$ cat config.mk
export PLATFORM = sky130hd
export DESIGN_NAME = if_fetch_stage
export DESIGN_NICKNAME = d
export VERILOG_FILES = /design/src/rtl/if_fetch_stage.sv
export SDC_FILE = /design/constraint.sdc
export NUM_CORES = 1
export LEC_CHECK = 0
export BUFFER_PORTS_ARGS = -buffer_cell sky130_fd_sc_hd__buf_2
export CORE_UTILIZATION = 45
export CTS_CLUSTER_SIZE = 30
export DETAILED_ROUTE_END_ITERATION = 8
export GPL_TIMING_DRIVEN = 0
export HOLD_SLACK_MARGIN = 0.03
export PLACE_DENSITY = 0.68
export SYNTH_ARGS = -nofsm -noshare
export SYNTH_HDL_FRONTEND = slang
export SYNTH_SLANG_ARGS = --single-unit
$ cat constraint.sdc
create_clock -name clk -period 9 [get_ports clk]
set_input_delay 2.7 -clock clk [delete_from_list [all_inputs] [get_ports clk]]
set_output_delay 2.7 -clock clk [all_outputs]
set_load 0.02 [all_outputs]
$ cat src/rtl/if_fetch_stage.sv
// Instruction-fetch stage: owns the PC, runs the imem req/ack handshake and feeds the IF/ID
// register through an output slot backed by a one-entry skid slot.
module if_fetch_stage #(
  parameter logic [31:0] RESET_PC = 32'h0000_0000,
  parameter logic [31:0] NOP_INST = 32'h0000_0013
) (
  input  logic        clk,
  input  logic        rst,
  input  logic        PC_pause,
  input  logic        branch_en,
  input  logic [31:0] branch_target,
  output logic        imem_req,
  output logic [31:0] imem_addr,
  input  logic        imem_ack,
  input  logic [31:0] imem_rdata,
  output logic        inst_valid,
  output logic [31:0] inst_pc,
  output logic [31:0] inst
);

  typedef enum logic [1:0] {StIdle, StReq, StStall, StDrop} state_e;

  state_e      state_q;
  logic [31:0] pc_q;
  logic        skid_valid_q;
  logic [31:0] skid_pc_q;
  logic [31:0] skid_inst_q;

  logic        consume;
  logic [31:0] branch_pc;
  logic [31:0] pc_inc;

  always_comb begin
    consume   = inst_valid & ~PC_pause;
    branch_pc = branch_target & ~32'd3;
    pc_inc    = pc_q + 32'd4;
  end

  // imem_addr is held separately from pc_q so a redirect can move the PC while the
  // stale request is still waiting for its ack in StDrop.
  always_ff @(posedge clk or posedge rst) begin
    if (rst) begin
      state_q      <= StIdle;
      pc_q         <= RESET_PC;
      imem_req     <= 1'b0;
      imem_addr    <= RESET_PC;
      inst_valid   <= 1'b0;
      inst_pc      <= RESET_PC;
      inst         <= NOP_INST;
      skid_valid_q <= 1'b0;
      skid_pc_q    <= RESET_PC;
      skid_inst_q  <= NOP_INST;
    end else if (branch_en) begin
      inst_valid   <= 1'b0;
      inst         <= NOP_INST;
      skid_valid_q <= 1'b0;
      pc_q         <= branch_pc;
      imem_req     <= 1'b1;
      if (!imem_req || imem_ack) begin
        state_q   <= StReq;
        imem_addr <= branch_pc;
      end else begin
        state_q <= StDrop;
      end
    end else begin
      unique case (state_q)
        StIdle: begin
          state_q   <= StReq;
          imem_req  <= 1'b1;
          imem_addr <= pc_q;
        end
        StReq: begin
          if (consume) begin
            inst_valid <= 1'b0;
            inst       <= NOP_INST;
          end
          if (imem_ack) begin
            pc_q <= pc_inc;
            if (!inst_valid || consume) begin
              inst_valid <= 1'b1;
              inst_pc    <= imem_addr;
              inst       <= imem_rdata;
              imem_addr  <= pc_inc;
            end else begin
              skid_valid_q <= 1'b1;
              skid_pc_q    <= imem_addr;
              skid_inst_q  <= imem_rdata;
              state_q      <= StStall;
              imem_req     <= 1'b0;
            end
          end
        end
        StStall: begin
          if (consume) begin
            inst_valid   <= skid_valid_q;
            inst_pc      <= skid_pc_q;
            inst         <= skid_inst_q;
            skid_valid_q <= 1'b0;
            state_q      <= StReq;
            imem_req     <= 1'b1;
            imem_addr    <= pc_q;
          end
        end
        StDrop: begin
          if (imem_ack) begin
            state_q   <= StReq;
            imem_addr <= pc_q;
          end
        end
      endcase
    end
  end

endmodule
==> flow_summary.json <==
{
  "worstPathRequired_ps": 9360,
  "chip_width_microns": 147.3,
  "leakagePower_nw": 4.983,
  "root_buffer": "clkbuf_16",
  "hpwl_microns": 18210,
  "layout_commonest_cell": "dfrtp_1",
  "number_of_gates_resized_after_cts": 0,
  "critical_path.max_stage_delay_ps": 690,
  "post_synthesis_cell_area_sq_um": 9504,
  "multiInputGateArea_sq_um": 4344,
  "setup_viol_count_final": 0,
  "final_nets": 1160,
  "postCtsHoldBufs": 0,
  "number_of_global_route_vias_before_repair": 7451,
  "min-delay-path-class": "reg2reg",
  "first_drt_pass_iteration_count": 5,
  "critPathBufInv": 3,
  "wire_length_of_the_first_global_routing_pass_microns": 40340,
  "dieArea_sq_um": 21710,
  "max_cap_viol_count": 0,
  "synth_top_area_cell": "dfrtp_1",
  "drt-wirelength-per-cell_microns": 18.64,
  "cts_setup_buffers": 0,
  "synth_area_per_cell_sq_um": 10.54,
  "yosys_warnings": 0,
  "ys_seq_elements": 192,
  "io_pins": 167,
  "synthArstFlopShare_pct": 100.0,
  "timing_max_transition_violations_final": 0,
  "start_util_pct": 46.37,
  "timing.slew.headroom_pct": 45.11,
  "post-route-drc-count": 0,
  "crit_path_cell_trace": "buf_2, buf_2, nand2_1, a21oi_1, clkbuf_1, nor2_1, a21oi_1",
  "vias_per_cell": 5.646,
  "drt-initial-drc-count": 640,
  "numClockSinks": 192,
  "clk_transition_reported_paths_ps": 70,
  "flow.area_growth_from_synthesis_pct": 18.63,
  "worst-slew-pin-transition_ps": 823.4,
  "netlist_instances": 902,
  "gr_ovfl_total": 0,
  "worstSkewPairLatency_ps": 440,
  "rows": 52,
  "ctsLongestPathBuffers": 2,
  "hold-worst-slack_ps": 481.5,
  "grt_antenna_before_repair": 1,
  "final_layout_size_suffix_gt1_share_pct": 29.33,
  "final.period_utilization_pct": 47.66,
  "synth.distinct_cells": 56,
  "cp_max_fo": 10,
  "synth_top_area_share_pct": 48.97,
  "vdd_drop_max_uv": 148.4,
  "core_sq_um": 20490,
  "cts_buffers": 17,
  "power_density_nw_per_um2": 241.8,
  "synth_ff_type": "dfrtp_1",
  "path_delay_family": "buffers and inverters",
  "grtUsageTotal_pct": 23.97,
  "finalWeightedCongestion": 0.8681,
  "nFillCells": 1867,
  "antenna_violating_nets_post_route": 0,
  "final-hold-violation-count": 0,
  "placement.io_buffers": 164,
  "mappedNetlistNets": 976,
  "worst_setup_start_kind": "input port",
  "cts_tree": "yes",
  "final-seq-area_sq_um": 4812,
  "finalCoreUtilization_pct": 55.01,
  "fin_crit_ps": 4290,
  "timing.clock.skew_ps": 12.93,
  "synth-edff-count": 0,
  "maximum_number_of_pins_on_one_net_before_global_route_repair": 99,
  "critical_path_arrival_ps": 4650,
  "route.final.wire_length_microns": 25520,
  "timing.setup.critical_path_class": "in2reg",
  "sequential_element_share_of_the_synthesized_area_pct": 50.63,
  "cts.htree.levels": 4,
  "rsz_0062_raised_after_global_routing": "no",
  "f_max_ghz": 0.2331,
  "die-height_microns": 147.3,
  "vias": 7730,
  "outcome": "finished, final reports clean",
  "ys_top_cells_by_area": "dfrtp_1, mux2_2, mux2i_1, nand2_1, xor2_1",
  "most-common-layout-cells": "dfrtp_1, buf_2, nand2_1",
  "critical_path.slowest_cell": "a21oi_1",
  "setup.worst_path.end_class": "flop"
}
final timing paths:
path | start | to | slack (ps) | cells after the start
hold reg to reg | inst[1] | inst[1] | 480 | 2
setup / recovery | imem_ack | inst_pc[29] | 4710 | 7
setup reg to reg | state_q[1] | pc_q[27] | 6340 | 8
hold / removal | inst[1] | inst[1] | 480 | 2
min in group asynchronous | rst | inst_pc[6] | 2370 | 2
max in group asynchronous | rst | inst_pc[19] | 5670 | 3
synthesized netlist by cell type, types with 3 or more instances:
| cell | n |
|---|---|
| a21boi_0 | 3 |
| a21oi_1 | 56 |
| a22o_1 | 31 |
| a22oi_1 | 35 |
| a32oi_1 | 3 |
| and2_1 | 3 |
| and3_1 | 4 |
| buf_1 | 3 |
| buf_2 | 17 |
| buf_4 | 4 |
| clkbuf_1 | 40 |
| clkbuf_2 | 3 |
| dfrtp_1 | 186 |
| dfstp_2 | 6 |
| ha_1 | 5 |
| inv_1 | 9 |
| mux2_2 | 74 |
| mux2i_1 | 40 |
| nand2_1 | 88 |
| nand2b_1 | 5 |
| nand3_1 | 23 |
| nand4_1 | 16 |
| nand4_2 | 3 |
| nand4_4 | 3 |
| nor2_1 | 64 |
| nor2_2 | 3 |
| nor2b_1 | 4 |
| nor3_1 | 12 |
| nor4_1 | 7 |
| o21ai_0 | 54 |
| o21ai_1 | 3 |
| o221ai_1 | 4 |
| o22ai_1 | 5 |
| o31ai_1 | 10 |
| xnor2_1 | 17 |
| xor2_1 | 34 |
flip-flops by register name, summed over array words and instances, names as in the netlist:
register and count:
skid_inst_q 32, inst_valid 1, inst 32, imem_req 1, state_q 2, skid_pc_q 31
imem_addr 31, inst_pc 31, skid_valid_q 1, pc_q 30
power breakdown:
part | leakage [nW] | internal, W | switching [W]
combinational | 2.36 | 0.000301 | 0.000444
sequential | 2.34 | 0.00109 | 0.000140
clock | 0.276 | 0.000392 | 0.000358
per-stage QoR:
step	setup TNS [ps]	std cells	power (W)	area (sq um)	setup slack [ps]
after CTS	0	1368	0.002746	11270	4692
after global placement	-247760	1336	0.001968	10660	-1346
after global routing	0	1369	0.002870	11270	4550
after detailed placement	0	1337	0.001995	10700	4247
after floorplan	0	902	0.001731	9504	1083
final	0	1369	0.002726	11270	4710
cells by family (layout without fill, tap and decap cells):
| kind of cell | count (synthesis) | count (layout) | synth area share (%) |
|---|---|---|---|
| simple gates | 246 | 246 | 12.90 |
| xor+xnor | 51 | 51 | 4.700 |
| compound gates | 214 | 214 | 14.47 |
| fa+ha+maj | 5 | 5 | 0.6582 |
| other cells | 0 | 1 | 0 |
| flops | 192 | 192 | 50.63 |
| buf+inv | 80 | 276 | 3.660 |
| mux | 114 | 114 | 12.98 |
per-layer routing:
metal	vias to the layer above	share of wire, %	track usage (%)
li1	3594	-	-
met1	3809	44	33.59
met2	288	47	37.45
met3	39	7.1	4.410
met4	0	1.7	7.938
met5	-	0	0
final cells by class:
type,count,area share [%]
diodes,1,0.02220
plain buffers,68,2.686
clock buffers,17,3.773
clock inverters,14,1.321
inverters,12,0.4661
multi-input cells,630,38.53
flip-flops and latches,192,42.68
well taps,270,2.996
repair buffers,165,7.524
worst min-delay path, cell delays in order (launching register included):
cell	delay (ps)
dfstp_2	390
inv_1	50
a32oi_1	50
Power figures use the tool's default switching activity.
